<file path="config.mk">
export PLATFORM = sky130hd
export DESIGN_NAME = sram_sync
export DESIGN_NICKNAME = d
export VERILOG_FILES = /design/src/rtl/sram_sync.sv
export SDC_FILE = /design/constraint.sdc
export NUM_CORES = 2
export LEC_CHECK = 0
export BUFFER_PORTS_ARGS = -buffer_cell sky130_fd_sc_hd__buf_2
export CAP_MARGIN = 20
export CORE_AREA = 2 2 497 302
export CTS_BUF_LIST = sky130_fd_sc_hd__clkbuf_8
export DETAILED_ROUTE_END_ITERATION = 12
export DIE_AREA = 0 0 499 304
export PLACE_DENSITY = 0.7
export SLEW_MARGIN = 20
export SYNTH_ARGS = -nofsm -noshare
export SYNTH_HDL_FRONTEND = slang
export SYNTH_SLANG_ARGS = --single-unit
</file>
<file path="constraint.sdc">
create_clock -name clk -period 9 [get_ports clk]
set_clock_uncertainty 0.2 [all_clocks]
set_input_delay 1.35 -clock clk [delete_from_list [all_inputs] [get_ports clk]]
set_output_delay 1.35 -clock clk [all_outputs]
set_load 0.02 [all_outputs]
</file>
<file path="src/rtl/sram_sync.sv">
// ---------------------------------------------------------------------------
// sram_sync: single-port synchronous SRAM with registered read data and a
// hardware clear-all sequence that zeroes every word, one word per clock.
//
// Ports
//   clk         single clock, all state changes on the rising edge
//   rst         asynchronous, active-high reset (memory contents are kept)
//   cs          chip select, gates rd/wr (clr is not gated)
//   wr          write request
//   rd          read request (write-first when issued together with wr)
//   addr        word address, ADDR_W bits
//   din         write data, DATA_W bits
//   clr         clear-all request, starts the clear sequence
//   dout        registered read data, holds when dout_valid is low
//   dout_valid  high for one cycle after the edge that updated dout
//   busy        high while the clear sequence runs (DEPTH cycles)
// ---------------------------------------------------------------------------
module sram_sync #(
    parameter int unsigned DATA_W = 8,
    parameter int unsigned ADDR_W = 8
) (
    input  logic              clk,
    input  logic              rst,
    input  logic              cs,
    input  logic              wr,
    input  logic              rd,
    input  logic [ADDR_W-1:0] addr,
    input  logic [DATA_W-1:0] din,
    input  logic              clr,
    output logic [DATA_W-1:0] dout,
    output logic              dout_valid,
    output logic              busy
);

    localparam int unsigned DEPTH = 1 << ADDR_W;
    // One spare bit so the counter can never wrap back into the address range.
    localparam int unsigned CNT_W = ADDR_W + 1;

    typedef enum logic {
        ST_IDLE  = 1'b0,
        ST_CLEAR = 1'b1
    } state_t;

    state_t             state_q, state_d;
    logic [CNT_W-1:0]   cnt_q, cnt_d;
    logic [DATA_W-1:0]  dout_q, dout_d;
    logic               dout_valid_q, dout_valid_d;
    logic               busy_q;

    logic [DATA_W-1:0]  mem_q [DEPTH];

    logic               mem_we_c;
    logic [ADDR_W-1:0]  mem_waddr_c;
    logic [DATA_W-1:0]  mem_wdata_c;

    // State, counter and output registers.
    always_ff @(posedge clk or posedge rst) begin
        if (rst) begin
            state_q      <= ST_IDLE;
            cnt_q        <= '0;
            dout_q       <= '0;
            dout_valid_q <= 1'b0;
            busy_q       <= 1'b0;
        end else begin
            state_q      <= state_d;
            cnt_q        <= cnt_d;
            dout_q       <= dout_d;
            dout_valid_q <= dout_valid_d;
            busy_q       <= (state_d == ST_CLEAR);
        end
    end

    // Next-state, memory write port and read-data selection.
    always_comb begin
        state_d      = state_q;
        cnt_d        = cnt_q;
        dout_d       = dout_q;
        dout_valid_d = 1'b0;
        mem_we_c     = 1'b0;
        mem_waddr_c  = addr;
        mem_wdata_c  = din;

        unique case (state_q)
            ST_IDLE: begin
                if (clr) begin
                    // rd/wr sampled with clr are dropped.
                    state_d = ST_CLEAR;
                    cnt_d   = '0;
                end else if (cs) begin
                    if (wr) begin
                        mem_we_c = 1'b1;
                    end
                    if (rd) begin
                        dout_valid_d = 1'b1;
                        // Write-first: a same-edge write forwards din.
                        dout_d       = wr ? din : mem_q[addr];
                    end
                end
            end
            ST_CLEAR: begin
                mem_we_c    = 1'b1;
                mem_waddr_c = cnt_q[ADDR_W-1:0];
                mem_wdata_c = '0;
                cnt_d       = cnt_q + CNT_W'(1);
                if (cnt_q == CNT_W'(DEPTH - 1)) begin
                    state_d = ST_IDLE;
                end
            end
            default: begin
                state_d = ST_IDLE;
            end
        endcase

        // An edge seen while reset is held must not disturb memory.
        if (rst) begin
            mem_we_c = 1'b0;
        end
    end

    // Storage array; deliberately not reset.
    always_ff @(posedge clk) begin
        if (mem_we_c) begin
            mem_q[mem_waddr_c] <= mem_wdata_c;
        end
    end

    assign dout       = dout_q;
    assign dout_valid = dout_valid_q;
    assign busy       = busy_q;

endmodule
</file>
* Yosys cells after proc, flatten, opt, wreduce, memory -nomap -nowiden *
Memories as Yosys holds them, arrays and structs flattened.
Cells that the tools add are included.

word-level totals
  bits in registers = 19
  bits in writable memories = 2048
  input port bits = 22
  word-level logic and storage cells = 30
  memories = 1

cells by class
  add/sub/neg operators = 1
  eq/ne operators = 2
  muxes and demuxes = 19
  bitwise operators = 2
  reductions and logical operators = 1

memories
  memory  words  width  rd ports  clocked after memory_dff  wr ports  line  text
  mem_q   256    8      1         0                         1         50    logic [DATA_W-1:0] mem_q [DEPTH];

operators with widths
  cell                                            count
  two-way mux 8 bit                               3
  one-hot mux 9 bit (2 select lines)              1
  two-way mux 1 bit                               12
  adder 9 x 1 -> 9 bit (second input constant)    1
  == test 9 x 8 -> 1 bit (second input constant)  1
  two-way mux 9 bit                               1
  one-hot mux 1 bit (2 select lines)              2
  AND reduction 4 bit                             1
  != test 2 bit (second input constant)           1
  inverter 1 bit                                  2

* Depth between registers and ports, before layout *
  depth after elaboration = 7
  mapped depth = 12
  gate-level depth less buffers = 7

* Least setup slack after synthesis *
OpenSTA, ideal clock, no wires.

  path type = input-to-reg
  from = in din[5]
  to = mem mem_q[0][5], data pin
  setup time = 1447 ps
  arrival = 7495 ps
  data required time = 7353 ps
  path slack = -141 ps
  cell stages on the path = 1
  path through = nor2b_1

between the ends
  cells in the longest elaborated chain, start to end = 1

ends and longest elaborated chain
  what               line  text
  from (decl)        28    input logic [DATA_W-1:0] din,
  two-way mux 8 bit  83    unique case (state_q)
  to (decl)          50

No other way between the ends.

==> key figures <==
Drt
  • Vias: 40500
  • Vias per cell: 6.62
  • Final WL: 200000 um
  • Number of detailed-routing iterations run before antenna repair: 6
  • Remaining antenna violation count after routing: 0
  • Number of violations reported at the end of detailed-routing iteration 0: 6658
  • Detailed-route DRC error count: 0
  • WL per Instance: 32.7 um

STA
  • Hold Vio Cnt, Final: 0
  • Final Setup Violations: 0
  • Count of final max-slew check failures: 0
  • Post-route setup TNS: 0 ps
  • Setup repair after global routing missed its margin: false
  • Worst slew margin relative to its limit: 18.6%
  • Worst Hold Slack: 291 ps
  • Max Clk Rate: 190 MHz
  • Portion of the clock cycle consumed by the worst path in the final layout: 58.6%
  • Pin slew with the least headroom to its limit: 1210 ps
  • Final worst path period need: 5270 ps
  • Final WS setup: 3730 ps

Place
  • Count of buffers from port buffering: 31
  • RePlAce Congestion: 0.906
  • Placed Instances: 5600
  • Dpl hpwl: 120000 um
  • Post-place setup slack: 2900 ps
  • Placement-stage cell area: 0.0825 mm2

Worst setup path
  • Critical Path RT: 9390 ps
  • Crit Path Category: flip-flop to flip-flop
  • Critical path endpoint category: flip-flop
  • Data arrival time of the critical path: 5660 ps
  • Nature of the critical path startpoint: flip-flop
  • CP Max Fanout: 40

GRT
  • Total congestion overflow: 0
  • Via count of the first global-routing pass: 39100
  • Maximum number of pins on one net before global-route repair: 205
  • Global-route total usage across every layer: 26.4%
  • Number of antenna violations at the first check in global routing: 9
  • First-pass GRT wire length: 285000 um

Finish
  • Layout area overhead: 9.25%
  • Fraction of final layout cells with drive strength greater than 1: 24.3%
  • Fillcell total: 10200
  • Non-Filler Cell Area, Final: 0.0878 mm2
  • Number of standard cells in the layout, taps in and fillers out: 6114
  • Final core area utilization: 59.3%
  • Nets@finish: 3961

Synthesis
  • Number of synthesized flops with an enable pin: 2048
  • Synthesized area: 0.0804 mm2
  • Seq/Total Area, Yosys: 77.1%
  • Async set-or-reset flop fraction in the synthesized netlist: 0.919%
  • Warnings from Yosys: 0
  • Net Count, Synth: 3776
  • Mapped Avg Cell Area: 21.4 um2
  • Number of library cell types mapped by synthesis: 62
  • Register bit total from synthesis: 2067
  • Top FF cell, synth: sky130_fd_sc_hd__edfxtp_1
  • Synthesized instance count: 3752

Clock tree
  • Number of setup buffers added after CTS: 0
  • Number of buffers created by CTS: 295
  • Clock tree buffer depth: 4
  • Post-CTS clock slew at the launch and capture registers of the worst setup and hold paths: 80 ps
  • Number of gates resized after cts: 0
  • TritonCTS Sinks: 2067
  • Hold-fix buffer count after cts: 0
  • Root Driver: sky130_fd_sc_hd__clkbuf_8
  • CTS H-tree lvls: 5
  • Clock latency reported for the late side of the worst-skew pair: 1000 ps
  • TritonCTS clock tree: built

Floorplan
  • Horizontal die dimension: 499 um
  • Row cnt: 110
  • Initial core utilization: 54.3%
  • Die Y-Extent: 304 um
  • Boundary pin count: 32
  • Placeable Area: 0.148 mm2
  • Die ar.: 0.152 mm2

Min path
  • Type of the worst min-delay path: flip-flop to flip-flop

Pwr
  • Leakage power: 27.8 nW
  • Power Density: 213 mW/mm2
  • Max VDD drop: 157 uV
  • Overall power of the completed layout: 18.7 mW

Flow run
  • Count of max-cap constraint violations: 0

Run status
  • Result of the run: finished clean
-- critical path: stages (launching register included) --
cell and delay (ps):
sky130_fd_sc_hd__dfrtp_2 1080, sky130_fd_sc_hd__inv_1 590, sky130_fd_sc_hd__or3_1 460, sky130_fd_sc_hd__o21ai_1 270, sky130_fd_sc_hd__nand3_1 930, sky130_fd_sc_hd__buf_4 570, sky130_fd_sc_hd__nor2_1 720
-- kinds of logic (layout without fill, tap and decap cells) --
| group | count (synthesis) | after routing | share of synthesized area, % |
|---|---|---|---|
| muxes | 599 | 599 | 15.4 |
| other | 0 | 8 | 0 |
| DFF | 2067 | 2067 | 77.1 |
| and+or+nand+nor | 532 | 532 | 2.90 |
| adders and majority gates | 2 | 2 | 0.0311 |
| xor gates and xnor gates | 1 | 1 | 0.0109 |
| AOI/OAI and AO/OA | 319 | 319 | 2.83 |
| buffers and inverters | 232 | 626 | 1.71 |
-- cell type report --
class / count / area, um2 / area share, %
Clock buffer: 305 / 4200 / 4.78
Timing Repair Buffer: 107 / 875 / 0.996
Sequential cell: 2067 / 62000 / 70.6
Inverter: 13 / 48.8 / 0.0556
Antenna cell: 8 / 20.0 / 0.0228
Tap cell: 1960 / 2450 / 2.79
Clock inverter: 201 / 1070 / 1.22
Multi-Input combinational cell: 1453 / 17200 / 19.5
-- cells in the mapped netlist (7+ instances only) --
| master | number | area, um2 |
|---|---|---|
| sky130_fd_sc_hd__clkbuf_1 | 74 | 278 |
| sky130_fd_sc_hd__o31ai_1 | 16 | 120 |
| sky130_fd_sc_hd__a211oi_1 | 22 | 165 |
| sky130_fd_sc_hd__nor2b_1 | 19 | 119 |
| sky130_fd_sc_hd__a22o_1 | 21 | 184 |
| sky130_fd_sc_hd__o32ai_1 | 10 | 87.6 |
| sky130_fd_sc_hd__or3_1 | 8 | 50.1 |
| sky130_fd_sc_hd__nor4_1 | 9 | 56.3 |
| sky130_fd_sc_hd__nand2_1 | 82 | 308 |
| sky130_fd_sc_hd__and3_1 | 8 | 50.1 |
| sky130_fd_sc_hd__nand3_1 | 43 | 215 |
| sky130_fd_sc_hd__o21ai_0 | 39 | 195 |
| sky130_fd_sc_hd__o221ai_1 | 26 | 228 |
| sky130_fd_sc_hd__a221oi_1 | 14 | 123 |
| sky130_fd_sc_hd__nor3_1 | 28 | 140 |
| sky130_fd_sc_hd__buf_6 | 23 | 259 |
| sky130_fd_sc_hd__a31oi_1 | 9 | 56.3 |
| sky130_fd_sc_hd__nor2_1 | 294 | 1100 |
| sky130_fd_sc_hd__dfrtp_1 | 19 | 475 |
| sky130_fd_sc_hd__mux2i_1 | 90 | 901 |
| sky130_fd_sc_hd__nand2b_1 | 11 | 68.8 |
| sky130_fd_sc_hd__o22ai_1 | 82 | 513 |
| sky130_fd_sc_hd__buf_4 | 42 | 315 |
| sky130_fd_sc_hd__a22oi_1 | 26 | 195 |
| sky130_fd_sc_hd__mux4_2 | 509 | 11500 |
| sky130_fd_sc_hd__buf_8 | 8 | 120 |
| sky130_fd_sc_hd__edfxtp_1 | 2048 | 61500 |
| sky130_fd_sc_hd__a21oi_1 | 14 | 70.1 |
| sky130_fd_sc_hd__o211ai_1 | 9 | 67.6 |
| sky130_fd_sc_hd__buf_2 | 67 | 335 |
| sky130_fd_sc_hd__inv_1 | 11 | 41.3 |
| sky130_fd_sc_hd__nand3b_1 | 7 | 52.6 |
-- layer usage --
metal | track usage (%) | part of all wire (%)
met5 | 0.469 | 0.064
met4 | 8.31 | 2.8
met3 | 8.87 | 14
met2 | 34.2 | 41
met1 | 42.1 | 41
-- cell usage in the layout (no fill, tap or decap), types with 9 or more instances in the layout --
master                      count
sky130_fd_sc_hd__a22oi_1       26
sky130_fd_sc_hd__clkinv_1      70
sky130_fd_sc_hd__nand2b_1      10
sky130_fd_sc_hd__o221ai_1      26
sky130_fd_sc_hd__buf_4         67
sky130_fd_sc_hd__a221oi_1      14
sky130_fd_sc_hd__nor2_1       287
sky130_fd_sc_hd__edfxtp_1    2048
sky130_fd_sc_hd__clkinv_2      29
sky130_fd_sc_hd__mux2i_1       90
sky130_fd_sc_hd__o31ai_1       16
sky130_fd_sc_hd__bufinv_16      9
sky130_fd_sc_hd__nand3_1       37
sky130_fd_sc_hd__nor2b_1        9
sky130_fd_sc_hd__inv_1         95
sky130_fd_sc_hd__buf_12         9
sky130_fd_sc_hd__a211oi_1      22
sky130_fd_sc_hd__o211ai_1       9
sky130_fd_sc_hd__nor3_1        28
sky130_fd_sc_hd__clkbuf_8     305
sky130_fd_sc_hd__a31oi_1        9
sky130_fd_sc_hd__dfrtp_1       18
sky130_fd_sc_hd__buf_2         27
sky130_fd_sc_hd__a22o_1        21
sky130_fd_sc_hd__o21ai_0       36
sky130_fd_sc_hd__mux4_2       509
sky130_fd_sc_hd__a21oi_1       14
sky130_fd_sc_hd__o22ai_1       82
sky130_fd_sc_hd__nand2_1       82
-- power breakdown --
group | internal, mW | switching [mW]
Clock | 3.40 | 3.49
Combinational | 0.373 | 0.821
Sequential | 10.5 | 0.0498
Total | 14.3 | 4.36
-- path summary, 6_finish.rpt --
kind / startpoint / slack, ps / endpoint / cells past startpoint
worst max-delay path: busy / 3730 / mem_q[198][3] / 6
worst min-delay path: cnt_q[8] / 290 / cnt_q[8] / 2
worst max register to register: busy / 3730 / mem_q[198][3] / 6
worst min register to register: cnt_q[8] / 290 / cnt_q[8] / 2
max in group asynchronous: rst / 7700 / busy / 2
min in group asynchronous: rst / 340 / cnt_q[6] / 2
-- registers in the layout (all words and copies together) (netlist names) --
name and count:
busy 1, cnt_q 9, dout 8, dout_valid 1, mem_q 2048
(Power assumes the default switching activity.)
